===== src/rtl/demo_pkg.sv =====
// Shared constants for the demo layer pipeline: VGA 640x480@60 timing and tile-space coordinate widths.
// The sine layer and its siblings import X_W/Y_W from here so that they match the scanner.
package demo_pkg;
  localparam int DEF_H_ACTIVE = 640;
  localparam int DEF_H_FP     = 16;
  localparam int DEF_H_SYNC   = 96;
  localparam int DEF_H_BP     = 48;
  localparam int DEF_H_TOTAL  = DEF_H_ACTIVE + DEF_H_FP + DEF_H_SYNC + DEF_H_BP;
  localparam int DEF_H_SYNC_START = DEF_H_ACTIVE + DEF_H_FP;
  localparam int DEF_H_SYNC_END   = DEF_H_SYNC_START + DEF_H_SYNC - 1;

  localparam int DEF_V_ACTIVE = 480;
  localparam int DEF_V_FP     = 10;
  localparam int DEF_V_SYNC   = 2;
  localparam int DEF_V_BP     = 33;
  localparam int DEF_V_TOTAL  = DEF_V_ACTIVE + DEF_V_FP + DEF_V_SYNC + DEF_V_BP;
  localparam int DEF_V_SYNC_START = DEF_V_ACTIVE + DEF_V_FP;
  localparam int DEF_V_SYNC_END   = DEF_V_SYNC_START + DEF_V_SYNC - 1;

  localparam int X_W = 6;
  localparam int Y_W = 5;
  localparam int DEF_CELL_W    = 10;
  localparam int DEF_CELL_H    = 16;
  localparam int DEF_DN_FRAMES = 256;

  // Bits needed to count 0..n-1, never less than one.
  function automatic int cnt_w(input int n);
    return (n < 2) ? 1 : $clog2(n);
  endfunction
endpackage


===== src/rtl/layer_scanner_if.sv =====
// Scanner-to-layer bundle: scroll controls in, sync/enable/coordinates out.
// master is the scanner side; slave is the consumer that drives scroll controls.
interface layer_scanner_if;
  logic                      scroll_en;
  logic [2:0]                scroll_step;
  logic                      hsync;
  logic                      vsync;
  logic                      de;
  logic [demo_pkg::X_W-1:0]  x;
  logic [demo_pkg::Y_W-1:0]  y;
  logic                      daynight;
  logic                      frame_tick;

  modport master (
    input  scroll_en, scroll_step,
    output hsync, vsync, de, x, y, daynight, frame_tick
  );

  modport slave (
    output scroll_en, scroll_step,
    input  hsync, vsync, de, x, y, daynight, frame_tick
  );
endinterface


===== src/rtl/vga_timing.sv =====
// Raster position counters with combinational decode of the current position.
// Decoded flags describe the position held this cycle; the caller registers them.
module vga_timing
  import demo_pkg::*;
#(
  parameter int H_ACTIVE = DEF_H_ACTIVE,
  parameter int H_FP     = DEF_H_FP,
  parameter int H_SYNC   = DEF_H_SYNC,
  parameter int H_BP     = DEF_H_BP,
  parameter int V_ACTIVE = DEF_V_ACTIVE,
  parameter int V_FP     = DEF_V_FP,
  parameter int V_SYNC   = DEF_V_SYNC,
  parameter int V_BP     = DEF_V_BP
) (
  input  logic clk,
  input  logic rst,
  output logic de,
  output logic hsync,
  output logic vsync,
  output logic h_act,
  output logic line_end,
  output logic frame_end
);
  localparam int H_TOTAL = H_ACTIVE + H_FP + H_SYNC + H_BP;
  localparam int V_TOTAL = V_ACTIVE + V_FP + V_SYNC + V_BP;
  localparam int H_SS = H_ACTIVE + H_FP;
  localparam int H_SE = H_SS + H_SYNC - 1;
  localparam int V_SS = V_ACTIVE + V_FP;
  localparam int V_SE = V_SS + V_SYNC - 1;
  localparam int HW = cnt_w(H_TOTAL);
  localparam int VW = cnt_w(V_TOTAL);

  logic [HW-1:0] hpos;
  logic [VW-1:0] vpos;

  always_ff @(posedge clk or posedge rst) begin
    if (rst) begin
      hpos <= '0;
      vpos <= '0;
    end else if (line_end) begin
      hpos <= '0;
      vpos <= frame_end ? '0 : vpos + VW'(1);
    end else begin
      hpos <= hpos + HW'(1);
    end
  end

  assign line_end  = (hpos == HW'(H_TOTAL - 1));
  assign frame_end = line_end && (vpos == VW'(V_TOTAL - 1));
  assign h_act     = (hpos < HW'(H_ACTIVE));
  assign de        = h_act && (vpos < VW'(V_ACTIVE));
  assign hsync     = !((hpos >= HW'(H_SS)) && (hpos <= HW'(H_SE)));
  assign vsync     = !((vpos >= VW'(V_SS)) && (vpos <= VW'(V_SE)));
endmodule


===== src/rtl/layer_scanner.sv =====
// Raster source for the colour layers: scrolled cell coordinates, syncs and day/night flag.
// One registered stage, every output describes the same pixel; free-running, no backpressure.
module layer_scanner
  import demo_pkg::*;
#(
  parameter int H_ACTIVE  = DEF_H_ACTIVE,
  parameter int H_FP      = DEF_H_FP,
  parameter int H_SYNC    = DEF_H_SYNC,
  parameter int H_BP      = DEF_H_BP,
  parameter int V_ACTIVE  = DEF_V_ACTIVE,
  parameter int V_FP      = DEF_V_FP,
  parameter int V_SYNC    = DEF_V_SYNC,
  parameter int V_BP      = DEF_V_BP,
  parameter int CELL_W    = DEF_CELL_W,
  parameter int CELL_H    = DEF_CELL_H,
  parameter int DN_FRAMES = DEF_DN_FRAMES
) (
  input  logic             clk,
  input  logic             rst,
  layer_scanner_if.master  bus
);
  localparam int CW = cnt_w(CELL_W);
  localparam int RW = cnt_w(CELL_H);
  localparam logic [7:0] DN_LAST = 8'(DN_FRAMES - 1);

  logic de_raw, hsync_raw, vsync_raw, h_act, line_end, frame_end;

  vga_timing #(
    .H_ACTIVE (H_ACTIVE), .H_FP (H_FP), .H_SYNC (H_SYNC), .H_BP (H_BP),
    .V_ACTIVE (V_ACTIVE), .V_FP (V_FP), .V_SYNC (V_SYNC), .V_BP (V_BP)
  ) u_timing (
    .clk       (clk),
    .rst       (rst),
    .de        (de_raw),
    .hsync     (hsync_raw),
    .vsync     (vsync_raw),
    .h_act     (h_act),
    .line_end  (line_end),
    .frame_end (frame_end)
  );

  logic [CW-1:0]  csub;
  logic [X_W-1:0] col;
  logic [RW-1:0]  rsub;
  logic [Y_W-1:0] row;
  logic [X_W-1:0] scroll_x;
  logic [7:0]     fcount;
  logic           dn_state;

  // Cell counters always describe the position the timing counters hold this cycle.
  always_ff @(posedge clk or posedge rst) begin
    if (rst) begin
      csub     <= '0;
      col      <= '0;
      rsub     <= '0;
      row      <= '0;
      scroll_x <= '0;
      fcount   <= '0;
      dn_state <= 1'b0;
    end else begin
      if (line_end) begin
        csub <= '0;
        col  <= '0;
      end else if (h_act) begin
        if (csub == CW'(CELL_W - 1)) begin
          csub <= '0;
          col  <= col + X_W'(1);
        end else begin
          csub <= csub + CW'(1);
        end
      end

      if (frame_end) begin
        rsub <= '0;
        row  <= '0;
      end else if (line_end) begin
        if (rsub == RW'(CELL_H - 1)) begin
          rsub <= '0;
          row  <= row + Y_W'(1);
        end else begin
          rsub <= rsub + RW'(1);
        end
      end

      // Scroll controls are only looked at on the last pixel of the frame.
      if (frame_end) begin
        if (bus.scroll_en)
          scroll_x <= scroll_x + X_W'(bus.scroll_step);
        if (fcount == DN_LAST) begin
          fcount   <= '0;
          dn_state <= ~dn_state;
        end else begin
          fcount <= fcount + 8'd1;
        end
      end
    end
  end

  always_ff @(posedge clk or posedge rst) begin
    if (rst) begin
      bus.hsync      <= 1'b1;
      bus.vsync      <= 1'b1;
      bus.de         <= 1'b0;
      bus.x          <= '0;
      bus.y          <= '0;
      bus.daynight   <= 1'b0;
      bus.frame_tick <= 1'b0;
    end else begin
      bus.hsync      <= hsync_raw;
      bus.vsync      <= vsync_raw;
      bus.de         <= de_raw;
      bus.x          <= de_raw ? (col + scroll_x) : '0;
      bus.y          <= de_raw ? row : '0;
      bus.daynight   <= dn_state;
      bus.frame_tick <= frame_end;
    end
  end
endmodule

===== src/flat_wrapper.sv =====
// flat-port wrapper written by rule: the top's interface ports become plain ports
module layer_scanner_flat import demo_pkg::*;
#(
  parameter int H_ACTIVE  = DEF_H_ACTIVE,
  parameter int H_FP      = DEF_H_FP,
  parameter int H_SYNC    = DEF_H_SYNC,
  parameter int H_BP      = DEF_H_BP,
  parameter int V_ACTIVE  = DEF_V_ACTIVE,
  parameter int V_FP      = DEF_V_FP,
  parameter int V_SYNC    = DEF_V_SYNC,
  parameter int V_BP      = DEF_V_BP,
  parameter int CELL_W    = DEF_CELL_W,
  parameter int CELL_H    = DEF_CELL_H,
  parameter int DN_FRAMES = DEF_DN_FRAMES
)
  (clk, rst, bus_scroll_en, bus_scroll_step, bus_hsync, bus_vsync, bus_de, bus_x, bus_y, bus_daynight, bus_frame_tick);
  layer_scanner_if bus_i ();
  input  logic clk;
  input  logic rst;
  input wire logic [$bits(bus_i.scroll_en)-1:0] bus_scroll_en;
  input wire logic [$bits(bus_i.scroll_step)-1:0] bus_scroll_step;
  output wire logic [$bits(bus_i.hsync)-1:0] bus_hsync;
  output wire logic [$bits(bus_i.vsync)-1:0] bus_vsync;
  output wire logic [$bits(bus_i.de)-1:0] bus_de;
  output wire logic [$bits(bus_i.x)-1:0] bus_x;
  output wire logic [$bits(bus_i.y)-1:0] bus_y;
  output wire logic [$bits(bus_i.daynight)-1:0] bus_daynight;
  output wire logic [$bits(bus_i.frame_tick)-1:0] bus_frame_tick;
  assign bus_i.scroll_en = bus_scroll_en;
  assign bus_i.scroll_step = bus_scroll_step;
  assign bus_hsync = bus_i.hsync;
  assign bus_vsync = bus_i.vsync;
  assign bus_de = bus_i.de;
  assign bus_x = bus_i.x;
  assign bus_y = bus_i.y;
  assign bus_daynight = bus_i.daynight;
  assign bus_frame_tick = bus_i.frame_tick;
  layer_scanner #(.H_ACTIVE(H_ACTIVE), .H_FP(H_FP), .H_SYNC(H_SYNC), .H_BP(H_BP), .V_ACTIVE(V_ACTIVE), .V_FP(V_FP), .V_SYNC(V_SYNC), .V_BP(V_BP), .CELL_W(CELL_W), .CELL_H(CELL_H), .DN_FRAMES(DN_FRAMES)) u_core (.clk(clk), .rst(rst), .bus(bus_i));
endmodule

===== config.mk =====
export PLATFORM = sky130hd
export DESIGN_NAME = layer_scanner_flat
export DESIGN_NICKNAME = d
export VERILOG_FILES = /design/src/rtl/demo_pkg.sv /design/src/rtl/layer_scanner_if.sv /design/src/rtl/vga_timing.sv /design/src/rtl/layer_scanner.sv /design/src/flat_wrapper.sv
export SDC_FILE = /design/constraint.sdc
export NUM_CORES = 1
export LEC_CHECK = 0
export CORE_UTILIZATION = 35
export DETAILED_ROUTE_END_ITERATION = 6
export PLACE_DENSITY = 0.52
export SLEW_MARGIN = 30
export SYNTH_ARGS = -nofsm -noshare
export SYNTH_HDL_FRONTEND = slang
export SYNTH_HIERARCHICAL = 1
export SYNTH_SLANG_ARGS = --single-unit

===== constraint.sdc =====
create_clock -name clk -period 3.9 [get_ports clk]
set_input_delay 0.39 -clock clk [delete_from_list [all_inputs] [get_ports clk]]
set_output_delay 0.39 -clock clk [all_outputs]
set_load 0.02 [all_outputs]

# Word level (Yosys, flattened, before mapping)
# Cells that the tools add are included.
# word_totals
regBits,70
latch_bits,0
mem_bits_rw,0
mem_bits_ro,0
in_bits,6
out_inout_bits,16
word_cells,68
n_memories,0
# op_classes
n_addsub,9
n_mul,0
div,0
order_cmp,6
eq_ne,5
shifts,0
n_mux,17
bitwise_logic,1
reduce_logical,14
# ops
op,n
4-bit 2-to-1 mux,6
6-bit 2-to-1 mux,4
10-bit by 1-bit adder with 10-bit output (second input constant),2
10-bit equality test (second input constant),2
10-bit 2-to-1 mux,2
5-bit 2-to-1 mux,4
10-bit greater-or-equal comparator (second input constant),1
10-bit by 9-bit greater-or-equal comparator with 1-bit output (second input constant),1
10-bit less-or-equal comparator (second input constant),1
10-bit by 9-bit less-or-equal comparator with 1-bit output (second input constant),1
10-bit less-than comparator (second input constant),1
10-bit by 9-bit less-than comparator with 1-bit output (second input constant),1
4-bit by 1-bit adder with 4-bit output (second input constant),2
8-bit by 1-bit adder with 8-bit output (second input constant),1
4-bit equality test (second input constant),2
8-bit equality test (second input constant),1
8-bit 2-to-1 mux,1
2-bit AND reduction,4
2-bit nonzero test,4
6-bit by 1-bit adder with 6-bit output (second input constant),1
6-bit by 3-bit adder with 6-bit output,1
6-bit adder,1
5-bit by 1-bit adder with 5-bit output (second input constant),1
1-bit logical AND,4
2 further kinds,3

# Depth between registers and ports, before layout
# depth
word_depth,4
depth_mapped,10
depth_no_buf,9

# Cells and area by module
# Netlist, hierarchy kept.
# modules_own_cells
mod,n_inst,cells_per_inst,area_per_inst_um2,seq_area_each_um2
layer_scanner,1,212,2348.5,1253.7
vga_timing,1,106,1076.0,500.5

# Worst setup path after synthesis
# OpenSTA, ideal clock, no wires.
# synth_path
path_kind,register to register
start,reg u_core.u_timing.hpos[5]
end,reg u_core.fcount[7]
t_arrival_ns,2.385
required_time_ns,3.823
setup_slack_ns,1.437
stages_incl_launch_ff,10
n_path_buf,2
synth_period_minus_slack_ns,2.463
cell_sequence,dfrtp_1 -> or4b_1 -> buf_2 -> or3_4 -> nor2_4 -> buf_4 -> and2_2 -> nand4_1 -> or2_0 -> a21oi_1
# synth_via
elab_chain_cells,2
# synth_lines
item,line_no,rtl
"start, declared",vga_timing.sv:33,logic [HW-1:0] hpos;
"start signal, assigned",vga_timing.sv:44,hpos <= hpos + HW'(1);
10-bit equality test,vga_timing.sv:48,assign line_end = (hpos == HW'(H_TOTAL - 1));
1-bit logical AND,vga_timing.sv:49,assign frame_end = line_end && (vpos == VW'(V_TOTAL - 1));
via u_core.frame_end,layer_scanner.sv:26,"logic de_raw, hsync_raw, vsync_raw, h_act, line_end, frame_end;"
"end signal, assigned",layer_scanner.sv:93,fcount <= fcount + 8'd1;
"end, declared",layer_scanner.sv:47,logic [7:0] fcount;
# The timed path passes the listed nets, and every way through them passes these cells.
# A chain may end at the register's enable or synchronous reset.

# Worst setup path in the final report
# layout_path
start,reg u_core.u_timing.hpos[5]
end,reg u_core.scroll_x[4]
# layout_via
elab_chain_cells,3
# layout_lines
item,line_no,rtl
10-bit equality test,vga_timing.sv:48,
1-bit logical AND,vga_timing.sv:49,
via u_core.frame_end,layer_scanner.sv:26,
2-bit AND reduction (no source line),-,
"end signal, assigned",layer_scanner.sv:88,scroll_x <= scroll_x + X_W'(bus.scroll_step);
"end, declared",layer_scanner.sv:46,logic [X_W-1:0] scroll_x;
# The timed path passes the listed nets, and every way through them passes these cells.

==> flow_summary.yaml <==
detailed_routing:
  drtIter0Drc: 29
  first_pass_iters: 5
  routed_wl_um: 5998
  drc: 0
  vias_per_cell: 4.804
  routedWlPerCell_um: 12.52
  vias: 2301
  drtAntennaViolNets: 0
placement:
  gp_congestion: 0.7878
  portBuffers: 21
  hpwl_um: 4123
  dp_slack_ns: 1.164
pwr:
  leakagePower_uw: 0.001876
  power_density_mw_per_mm2: 363.1
  power_uw: 1463
  vdd_drop_max_uv: 138.0
timing:
  finalCriticalPeriod_ns: 2.716
  slew_viol_final: 0
  tns_ns: 0
  tightest_slew_ns: 0.7827
  hold_viol_final: 0
  finalSetupViolations: 0
  layout_setup_ws_ns: 1.184
  fmax_mhz: 368.2
  max-slew-margin-rel: 0.4776
  whs_ns: 0.4008
  skew_ns: 0.004208
  period_share: 0.6965
  rsz0062_at_grt: "false"
yosys:
  synth-main-ff-cell: "dfrtp_1"
  synthDistinctLibCells: 47
  netlist_instances: 318
  yosysTopAreaCell: "dfrtp_1"
  synthTopCellsByArea: "dfrtp_1, ha_1, xnor2_1, xor2_1, nor2_1"
  synth-edff-count: 0
  synth_top_area_frac: 0.4969
  syn_area_mm2: 0.003425
  yosysSeqAreaShare: 0.5122
  yosys_register_bits: 70
  synthesis.nets: 344
  async_reset_ff_frac: 1.000
  syn_area_per_cell_um2: 10.77
  synth_warnings: 6
floorplanning:
  io_pins: 22
  rows: 35
  start_util: 0.3654
  design.die.area_mm2: 0.01018
  coreArea_mm2: 0.009371
  fp.dieW_um: 100.9
  chipHeight_um: 100.9
cts:
  clockRootBuffer: "clkbuf_8"
  clkTransAtPathRegs_ns: 0.07
  cts-buffers-inserted: 9
  cts_tree: "built"
  cts_max_level: 3
  post_cts_buffers: 0
  ctsResizeCount: 0
  cts_hold_buffers: 0
  cts_sinks: 70
  worst_skew_pair.late_latency_ns: 0.34
  cts_buffer_depth: 2
worst_hold_path:
  min_path_type: "flip-flop to flip-flop"
global_routing:
  antenna_found_initial: 0
  grt_pass1_vias: 2260
  overflow: 0
  grt_util_all_layers: 0.1356
  grt_max_degree: 51
  grt_pass1_wl_um: 10510
setup_path:
  crit_fanout: 12
  critPathLaunchType: "flip-flop"
  path_class: "flip-flop to flip-flop"
  end_kind: "flip-flop"
  cp.required_ns: 4.16
  worst-endpoint-arrival_ns: 2.98
cells_and_area:
  post-route-util: 0.4299
  area_growth_pct: 17.65
  nets: 371
  drive_above_1_share: 0.09429
  n_antenna_cell: 0
run:
  drv_cap: 0
status:
  status: "complete, no violations"
routing by layer:
layer	wire length, um	vias up	GRT usage
li1	-	1154	-
met1	3035	1112	0.1692
met2	2713	27	0.2176
met3	135	8	0.02982
met4	114	0	0.07692
met5	0	-	0
worst max-delay path, cell delays in order, from the launching register on:
cell,delay (ns)
dfrtp_1,0.43
or4b_1,0.68
or3_4,0.42
nor2_4,0.25
buf_4,0.23
nand2_1,0.17
nor3b_1,0.29
xor2_1,0.17
cell usage in the layout, fill, tap and decap left out, types with 2 or more instances in the layout:
cell type	Yosys	layout
clkbuf_8	0	10
nor4_1	2	2
o21ai_0	11	11
a21oi_1	16	16
nand3_1	19	19
dfrtp_1	68	68
nor4_2	2	2
ha_1	18	18
or3_1	2	2
a21o_1	4	4
and3_1	5	5
xnor2_1	18	18
clkdlybuf4s50_1	0	21
mux2i_1	3	3
nor3_1	7	7
and2_1	12	12
and3b_1	2	2
dfstp_2	2	2
fa_1	2	2
bufinv_16	0	3
nand2_1	18	18
nor3b_1	2	2
and4_1	2	2
nor4b_1	2	2
nor2_1	33	33
xor2_1	17	17
nand4_1	10	10
inv_1	12	11
mux2_2	4	4
buf_4	1	2
logic make-up after synthesis:
kind of cell | share of synthesized area
AND/OR/NAND/NOR | 0.2123
adder cells (fa/ha/maj) | 0.07746
AO/OA/AOI/OAI | 0.06248
flip-flops | 0.5122
multiplexers | 0.02192
XOR/XNOR | 0.08951
buffers and inverters | 0.02411
synth_stat cells (all sizes together) (2+ instances only):
cell,count
dfrtp,68
nor2,35
nand3,19
ha,18
nand2,18
xnor2,18
xor2,17
a21oi,16
and2,13
inv,12
o21ai,11
nand4,10
nor3,7
and3,5
nor4,5
a21o,4
clkbuf,4
mux2,4
buf,3
mux2i,3
or3,3
and3b,2
and4,2
dfstp,2
fa,2
nor3b,2
nor4b,2
power breakdown:
group,switching (uW),leakage [uW],internal [uW]
clock network,272,0.000120,444
logic,16.3,0.000824,5.77
registers,0,0.000933,726
total,288,0.00188,1170
flip-flops by register name, summed over array words and instances (netlist names), 4 cells and up:
register,count
u_core/csub,4
u_core/u_timing/hpos,10
u_core/row,5
u_core/bus.x,6
u_core/rsub,4
u_core/fcount,8
u_core/scroll_x,6
u_core/bus.y,5
u_core/col,6
u_core/u_timing/vpos,10
layout make-up:
| cell class | count | area (um2) |
|---|---|---|
| fill | 919 | 5343 |
| timing repair buffer | 23 | 225.2 |
| inverter | 13 | 52.55 |
| tap | 129 | 161.4 |
| clock inverter | 5 | 106.4 |
| clock buffer | 11 | 141.4 |
| multi-input combinational | 228 | 1588 |
| sequential | 70 | 1754 |
stage by stage:
stage / instances / instance area (um2)
after global placement: 463 / 3779
after global routing: 479 / 4029
after floorplan: 318 / 3425
after detailed placement: 463 / 3781
final: 479 / 4029
after CTS: 479 / 4029
final timing paths:
kind | start | to | slack, ns | cells past startpoint
max | u_core/u_timing/hpos[5]$_DFF_PP0_ | u_core/scroll_x[4]$_DFFE_PP0P_ | 1.18 | 7
min | u_core/dn_state$_DFFE_PP0P_ | u_core/bus.daynight$_DFF_PP0_ | 0.40 | 0
max reg2reg | u_core/u_timing/hpos[5]$_DFF_PP0_ | u_core/scroll_x[4]$_DFFE_PP0P_ | 1.18 | 7
min reg2reg | u_core/dn_state$_DFFE_PP0P_ | u_core/bus.daynight$_DFF_PP0_ | 0.40 | 0
max in group asynchronous | rst | u_core/u_timing/vpos[1]$_DFFE_PP0P_ | 2.83 | 2
min in group asynchronous | rst | u_core/csub[0]$_DFFE_PP0P_ | 0.50 | 2
No activity file was read; power rests on OpenSTA's default activity.
